<file path="src/rtl/pool_pkg.sv">
// Shared state encoding and sizing helpers for the 2x2 max-pool row sequencer.
package pool_pkg;

    localparam int DATA_W_DEF = 8;

    typedef enum logic [1:0] {
        ST_IDLE     = 2'd0,
        ST_EVEN_ROW = 2'd1,
        ST_ODD_ROW  = 2'd2
    } state_t;

    function automatic int col_w(input int row_len);
        return (row_len > 1) ? $clog2(row_len) : 1;
    endfunction

    function automatic int row_w(input int num_rows);
        return (num_rows > 1) ? $clog2(num_rows) : 1;
    endfunction

endpackage

</file>
<file path="src/rtl/pool_max2.sv">
// Combinational unsigned two-input maximum; result keeps the input width.
module pool_max2 #(
    parameter int DATA_W = 8
) (
    input  logic [DATA_W-1:0] i_a,
    input  logic [DATA_W-1:0] i_b,
    output logic [DATA_W-1:0] o_max
);

    assign o_max = (i_a > i_b) ? i_a : i_b;

endmodule

</file>
<file path="src/rtl/pool_row_ctrl.sv">
// Row sequencer for 2x2 max pooling: forms horizontal pair maxima, feeds them through
// the external shifter_row, and on odd rows merges them with the row above.
module pool_row_ctrl
    import pool_pkg::*;
#(
    parameter int DATA_W   = DATA_W_DEF,
    parameter int ROW_LEN  = 16,
    parameter int NUM_ROWS = 16
) (
    input  logic              clk,
    input  logic              rst,
    input  logic              start,
    input  logic              in_valid,
    input  logic [DATA_W-1:0] in_data,
    output logic              in_ready,
    output logic              sr_ce,
    output logic              sr_rst,
    output logic [DATA_W-1:0] sr_in,
    input  logic [DATA_W-1:0] sr_out,
    output logic              out_valid,
    output logic [DATA_W-1:0] out_data,
    input  logic              out_ready,
    output logic              busy,
    output logic              frame_done
);

    localparam int COL_W = col_w(ROW_LEN);
    localparam int ROW_W = row_w(NUM_ROWS);
    localparam logic [COL_W-1:0] COL_LAST = COL_W'(ROW_LEN - 1);
    localparam logic [ROW_W-1:0] ROW_LAST = ROW_W'(NUM_ROWS - 1);

    state_t            r_state, w_state_nxt;
    logic [COL_W-1:0]  r_col;
    logic [ROW_W-1:0]  r_row;
    logic [DATA_W-1:0] r_pair_hold, r_sr_in, r_out_data;
    logic [DATA_W-1:0] w_pair_max, w_vert_max;
    logic              r_sr_ce, r_sr_odd, r_sr_rst, r_out_valid, r_frame_done;
    logic              w_busy, w_accept, w_go, w_col_last, w_row_last;

    assign w_busy     = (r_state != ST_IDLE);
    assign in_ready   = w_busy && (!r_out_valid || out_ready);
    assign w_accept   = in_valid && in_ready;
    assign w_go       = (r_state == ST_IDLE) && start && !r_out_valid;
    assign w_col_last = (r_col == COL_LAST);
    assign w_row_last = (r_row == ROW_LAST);

    pool_max2 #(.DATA_W(DATA_W)) u_pair_max (
        .i_a   (r_pair_hold),
        .i_b   (in_data),
        .o_max (w_pair_max)
    );

    pool_max2 #(.DATA_W(DATA_W)) u_vert_max (
        .i_a   (r_sr_in),
        .i_b   (sr_out),
        .o_max (w_vert_max)
    );

    always_ff @(posedge clk or posedge rst) begin
        if (rst) r_state <= ST_IDLE;
        else     r_state <= w_state_nxt;
    end

    always_comb begin
        w_state_nxt = r_state;
        case (r_state)
            ST_IDLE:     if (w_go) w_state_nxt = ST_EVEN_ROW;
            ST_EVEN_ROW: if (w_accept && w_col_last) w_state_nxt = w_row_last ? ST_IDLE : ST_ODD_ROW;
            ST_ODD_ROW:  if (w_accept && w_col_last) w_state_nxt = w_row_last ? ST_IDLE : ST_EVEN_ROW;
            default:     w_state_nxt = ST_IDLE;
        endcase
    end

    // r_sr_odd travels with the pair so the last pair of an odd row still pools
    // after the state has already moved on.
    always_ff @(posedge clk or posedge rst) begin
        if (rst) begin
            r_col        <= '0;
            r_row        <= '0;
            r_pair_hold  <= '0;
            r_sr_in      <= '0;
            r_sr_ce      <= 1'b0;
            r_sr_odd     <= 1'b0;
            r_sr_rst     <= 1'b1;
            r_frame_done <= 1'b0;
        end else begin
            r_sr_rst     <= w_go;
            r_sr_ce      <= w_accept && r_col[0];
            r_frame_done <= w_accept && w_col_last && w_row_last;
            if (w_go) begin
                r_col <= '0;
                r_row <= '0;
            end else if (w_accept) begin
                if (!r_col[0]) begin
                    r_pair_hold <= in_data;
                end else begin
                    r_sr_in  <= w_pair_max;
                    r_sr_odd <= (r_state == ST_ODD_ROW);
                end
                if (w_col_last) begin
                    r_col <= '0;
                    r_row <= w_row_last ? '0 : r_row + 1'b1;
                end else begin
                    r_col <= r_col + 1'b1;
                end
            end
        end
    end

    // A freshly pooled result takes priority over clearing the accepted one.
    always_ff @(posedge clk or posedge rst) begin
        if (rst) begin
            r_out_valid <= 1'b0;
            r_out_data  <= '0;
        end else if (r_sr_ce && r_sr_odd) begin
            r_out_valid <= 1'b1;
            r_out_data  <= w_vert_max;
        end else if (out_ready) begin
            r_out_valid <= 1'b0;
        end
    end

    assign sr_ce      = r_sr_ce;
    assign sr_rst     = r_sr_rst;
    assign sr_in      = r_sr_in;
    assign out_valid  = r_out_valid;
    assign out_data   = r_out_data;
    assign busy       = w_busy;
    assign frame_done = r_frame_done;

endmodule

</file>
<file path="config.mk">
export PLATFORM = sky130hd
export DESIGN_NAME = pool_row_ctrl
export DESIGN_NICKNAME = d
export VERILOG_FILES = /design/src/rtl/pool_pkg.sv /design/src/rtl/pool_max2.sv /design/src/rtl/pool_row_ctrl.sv
export SDC_FILE = /design/constraint.sdc
export NUM_CORES = 1
export LEC_CHECK = 0
export ABC_AREA = 1
export CAP_MARGIN = 30
export CORE_MARGIN = 5
export CORE_UTILIZATION = 47
export CTS_CLUSTER_DIAMETER = 150
export DETAILED_ROUTE_END_ITERATION = 6
export HOLD_SLACK_MARGIN = 0.06
export PLACE_DENSITY = 0.72
export SYNTH_ARGS = -nofsm -noshare
export SYNTH_HDL_FRONTEND = slang
export SYNTH_SLANG_ARGS = --single-unit
</file>
<file path="constraint.sdc">
create_clock -name clk -period 1.6 [get_ports clk]
set_input_delay 0.24 -clock clk [delete_from_list [all_inputs] [get_ports clk]]
set_output_delay 0.24 -clock clk [all_outputs]
set_load 0.1 [all_outputs]
</file>
# --- Yosys cells after proc, flatten, opt, wreduce, memory -nomap -nowiden ---
# Index checks and enable logic that the tools add are counted.
classes:
  addsub: 2
  magnitude_cmp: 2
  n_eq_ne: 7
  n_mux: 17
  bitwise: 2
  n_reduce_logical: 19
op_table:
  columns: ["op", "n"]
  rows:
  - ["$mux W4", 7]
  - ["$gt A8 B8 Y1", 2]
  - ["$mux W8", 2]
  - ["$reduce_and A3 Y1", 3]
  - ["$add A4 B1 Y4 const B", 2]
  - ["$eq A4 B4 Y1 const B", 2]
  - ["$logic_and A1 B1 Y1", 8]
  - ["$mux W2", 4]
  - ["$reduce_bool A2 Y1", 4]
  - ["$ne A2 B2 Y1 const B", 3]
  - ["$pmux W2 S3", 1]
  - ["$mux W1", 3]
  - ["$eq A2 B1 Y1 const B", 1]
  - ["$eq A2 B2 Y1 const B", 1]
  - ["$logic_not A2 Y1", 1]
  - ["$not A1 Y1", 2]
  - ["$reduce_and A2 Y1", 1]
  - ["$logic_not A1 Y1", 1]
  - ["$logic_or A1 B1 Y1", 1]
totals:
  register_bits: 39
  in_bits: 21

# --- Logic depth before layout (Yosys ltp) ---
depth:
  ltp_word: 7
  mapped_depth: 13
  depth_no_buf: 13

# --- Cells and area by module ---
# Synthesis repeated with hierarchy kept, for this count alone.
unflattened:
  hier_cells: 307
  hier_area_um2: 2467.4
modules_own_cells:
  columns: ["module", "instances", "cells_each", "area_each_um2", "seq_area_each_um2"]
  rows:
  - ["pool_row_ctrl", 1, 187, 1741.7, 977.2]
  - ["pool_max2", 2, 60, 362.8, 0.0]

# --- Worst setup path before layout ---
# Ideal clock, no wire load.
synth_timing:
  path_kind: "register to register"
  start: "register r_out_valid, in the netlist out_valid"
  end: "register r_pair_hold[3]"
  t_arrival_ns: 2.116
  path_slack_ns: -0.635
  stages_incl_launch_ff: 10
  path_buffers: 1
  period_less_slack_ns: 2.235
  path_cell_list: "dfrtp_1 -> inv_1 -> nor2_1 -> nor2_4 -> nand2_4 -> inv_6 -> nand2_4 -> buf_6 -> nand2_1 -> o21ai_2"
synth_between:
  elab_chain_len: 5
synth_lines:
  columns: ["element", "line_no", "source"]
  rows:
  - ["from (decl)", "pool_row_ctrl.sv:37", "logic r_sr_ce, r_sr_odd, r_sr_rst, r_out_valid, r_frame_done;"]
  - ["from (signal assigned)", "pool_row_ctrl.sv:113", "r_out_valid <= 1'b0;"]
  - ["from (signal assigned)", "pool_row_ctrl.sv:116", "r_out_valid <= 1'b1;"]
  - ["from (signal assigned)", "pool_row_ctrl.sv:119", "r_out_valid <= 1'b0;"]
  - ["$logic_not A1 Y1", "pool_row_ctrl.sv:41", "assign in_ready = w_busy && (!r_out_valid || out_ready);"]
  - ["$logic_or A1 B1 Y1", "pool_row_ctrl.sv:41", null]
  - ["$logic_and A1 B1 Y1", "pool_row_ctrl.sv:41", null]
  - ["net in_ready", "pool_row_ctrl.sv:15", "output logic in_ready,"]
  - ["$logic_and A1 B1 Y1", "pool_row_ctrl.sv:42", "assign w_accept = in_valid && in_ready;"]
  - ["$reduce_and A3 Y1 (no line)", null, null]
  - ["to (signal assigned)", "pool_row_ctrl.sv:95", "r_pair_hold <= in_data;"]
  - ["to (decl)", "pool_row_ctrl.sv:35", "logic [DATA_W-1:0] r_pair_hold, r_sr_in, r_out_data;"]
# The timed path passes the listed nets, and every way through them passes these cells.
# A chain may end at the register's enable or synchronous reset.

# --- Final worst setup path ---
layout_timing:
  start: "input port sr_out[6]"
  end: "register r_out_data[7], in the netlist out_data[7]"
layout_between:
  elab_chain_len: 2
layout_lines:
  columns: ["element", "line_no", "source"]
  rows:
  - ["from (decl)", "pool_row_ctrl.sv:19", "input logic [DATA_W-1:0] sr_out,"]
  - ["$gt A8 B8 Y1", "pool_max2.sv:10", "assign o_max = (i_a > i_b) ? i_a : i_b;"]
  - ["$mux W8", "pool_max2.sv:10", null]
  - ["to (signal assigned)", "pool_row_ctrl.sv:117", "r_out_data <= w_vert_max;"]
  - ["to (decl)", "pool_row_ctrl.sv:35", null]
# No other way between the ends.

==> metrics.md <==
| Metric | Value |
|---|---|
| Outcome | finished with violations |
| Failing checks | negative setup slack |
| Synth area leader | dfrtp_1 |
| Crit Path Class | in -> reg |
| Post-synth top cells | nand2_1 (89), inv_1 (48), nand3_1 (39) |
| Remaining antenna violation count | 0 |
| Total track usage | 19.1% |
| Total routed wirelength | 6.28 mm |
| # DRC | 0 |
| # fillers | 314 |
| Post-synthesis cell count | 292 |
| Register area share after synthesis | 42.3% |
| WL per Instance | 14.1 um |
| Vias/cell | about 5.1 |
| Placed Area | 3430 sq um |
| Final hold viol count | 0 |
| First-pass GRT wire length | 9.74 mm |
| Reg clk slew, reported paths | ~80 ps |
| Startpoint types | input pin |
| Hold_buf cts | 0 |
| CTS tree | done |
| H-tree depth | 2 |
| Largest net degree at the start of global routing | 40 |
| Largest cells by area after synthesis | dfrtp_1 (41%), nand2_1 (14%), ha_1 (9.7%), nand3_1 (8.4%), inv_1 (7.8%) |
| DP HPWL | 4.32 mm |
| Max_slew headroom | 74.0% |
| Yosys reg bits | 39 |
| Reg2reg start | sr_in[7] |
| Prevailing post-synth register cell | dfrtp_1 |
| Die area | about 6400 sq um |
| Synthesis-to-finish area growth | 66.3% |
| Pre-CTS WS | -380 ps |
| Post-synth top area share | 41.1% |
| Finished Layout Cells | 444 |
| Die height | about 80 um |
| IO Count | 43 |
| CP most frequent cell | nand2_1 |
| Pleak | 1.87 nW |
| Post-Syn Area per Cell | just under 8 sq um |
| Worst path required time | 1780 ps |
| Pwr Density | 1900 nW/um^2 |
| Initial drt markers | 113 |
| Period utilization | 105% |
| Syn Nets | 331 |
| Most frequent cell after synthesis | nand2_1 |
| Cts bufs inserted | 5 |
| Top delay family on crit path | simple AND/OR/NAND/NOR gates |
| Design Area, Final | 3840 sq um |
| RSZ-0062 raised after global routing | yes |
| Final worst slack | -77.5 ps |
| Inst Count DP | roughly 430 |
| Pre-Repair DR Iteration Count | 4 |
| Clk Latency, worst-skew pair | 290 ps |
| Row count | 25 |
| Clock sinks | 39 |
| Utilization after layout | 80.8% |
| Setup-failing EPs final | 9 |
| Max-Cap Viols | 0 |
| Gr ovfl total | 0 |
| CP arrival | 1860 ps |
| Crit-path max cell delay | 460 ps |
| Horiz. Die Dim | approximately 80 um |
| Buf+Inv Stages, Crit Path | 2 |
| Number of global-route vias before repair | 2225 |
| Cell Area, Synth | roughly 2300 sq um |
| Max Freq | 596 MHz |
| Critical-path cell list | clkdlybuf4s50_1 -> inv_1 -> ha_4 -> nand2_4 -> nor2_4 -> nand4_4 -> nand2_8 -> nand2_1 -> nand3_1 -> nand2_1 |
| Ys async rst share | 100% |
| Initial Util | 48.6% |
| Worst Max-Slew Pin Slew | a little under 400 ps |
| Final nets | 415 |
| Post-synthesis cell type count | 27 |
| Vias | 2283 |
| Core Box Area | about 4800 sq um |
| Slew Viols, Final | 0 |
| Critical path fanouts, max | 8 |
| N_diodes | 0 |
| Hold WC Path Type | in -> async |
| CP max-delay cell | clkdlybuf4s50_1 |
| Clk_skew | roughly 6.8 ps |
| Peak VDD IR | 0.000972 V |
| Port Buffer Count | 42 |
| Placer Congestion | 0.841 |
| Reg2reg end | out_data[7] |
| CP Capture Type | register |
| Root buffer cell | clkbuf_8 |
| Yosys warns | 0 |
| CTS max path bufs | 2 |
| Antenna violations before repair | 0 |
| Post-layout min period | 1680 ps |
| Register-to-Register Path Depth | 8 |
| Tot Pwr | 0.00730 W |
| Post-synth EDFFs | 0 |
| Layout cell share with drive strength beyond 1 | 42.4% |
| R2R setup slack | -70 ps |
==> where the power goes <==
part	internal [W]	switching, W	total, W
clock network	0.000505	0.000358	0.000863
registers	0.00136	0.000305	0.00166
logic	0.00188	0.00289	0.00477
==> through the flow <==
| step | TNS, ps | hold WS [ps] |
|---|---|---|
| after floorplan | -9210 | 344 |
| after global placement | -4680 | 457 |
| after detailed placement | -5560 | 461 |
| after CTS | -0.365 | 297 |
| after global routing | -1220 | 333 |
| final | -346 | 295 |
==> flip-flops by register name, indices dropped and copies added (netlist names) <==
name         cells
frame_done       1
out_data         8
out_valid        1
r_col            4
r_pair_hold      8
r_row            4
r_sr_odd         1
r_state          2
sr_ce            1
sr_in            8
sr_rst           1
==> timing repair <==
| item | in CTS | in global routing |
|---|---|---|
| gates resized for setup | 11 | 46 |
| setup buffers | 2 | 3 |
| gates cloned | 1 | 1 |
| pin swaps | 12 | 30 |
| setup endpoints to repair | 17 | 17 |
==> metal layers <==
metal | global-route usage [%] | wire [um] | up-vias
met3 | 4.15 | 354 | 18
met4 | 6.25 | 162 | 0
met5 | 0 | 0 | -
met2 | 33.9 | 3320 | 91
met1 | 22.8 | 2440 | 1068
li1 | - | - | 1106
==> cell families (layout without fill, tap and decap cells) <==
logic type	count (synthesis)	count (layout)	synth area share, %
and+or+nand+nor	154	156	30.3
xor gates and xnor gates	3	3	1.14
AOI/OAI and AO/OA	25	25	7.25
buffers and inverters	53	136	9.31
DFF	39	39	42.3
adders and majority gates	18	18	9.75
==> how the worst max path moves through the flow <==
stage                     startpoint  cells past startpoint  slack (ps)        endpoint
after floorplan            out_valid                      9        -380  r_pair_hold[3]
after detailed placement  in_data[7]                     11        -380        sr_in[5]
after global routing        sr_in[7]                      8        -160     out_data[7]
after CTS                 in_data[3]                     13        -0.4        sr_in[1]
final                      sr_out[6]                     10         -80     out_data[7]
after global placement    in_data[7]                     11        -320        sr_in[5]
==> worst min-delay path: stages <==
cell	delay (ps)
clkdlybuf4s50_1	400
inv_1	90
buf_12	220
==> final cells by class <==
| type | instances | area (sq um) | share of cell area (%) |
|---|---|---|---|
| clock buffers | 6 | 82.6 | 2.15 |
| clock inverters | 2 | 35.0 | 0.912 |
| flip-flops and latches | 39 | 1010 | 26.3 |
| well taps | 67 | 83.8 | 2.18 |
| inverters | 51 | 201 | 5.24 |
| multi-input cells | 202 | 1500 | 39.0 |
| repair buffers | 77 | 927 | 24.1 |
==> cells in the final DEF, fill, tap and decap left out, types with 6 or more instances in the layout <==
master           netlist  layout
nand3_1               39      26
ha_4                   0      11
clkdlybuf4s50_1        0      20
buf_12                 0      23
dfrtp_1               38      28
inv_1                 48      40
nand3_2                0      13
nor2_1                12       7
nand2_4                3       8
nand2_2                4      18
nor2_4                 2       6
inv_2                  2       8
nand2_1               89      69
o21ai_2                8       8
clkbuf_8               0       6
buf_4                  1      31
ha_1                  18       7
dfrtp_4                0       9
(Power assumes the default switching activity.)
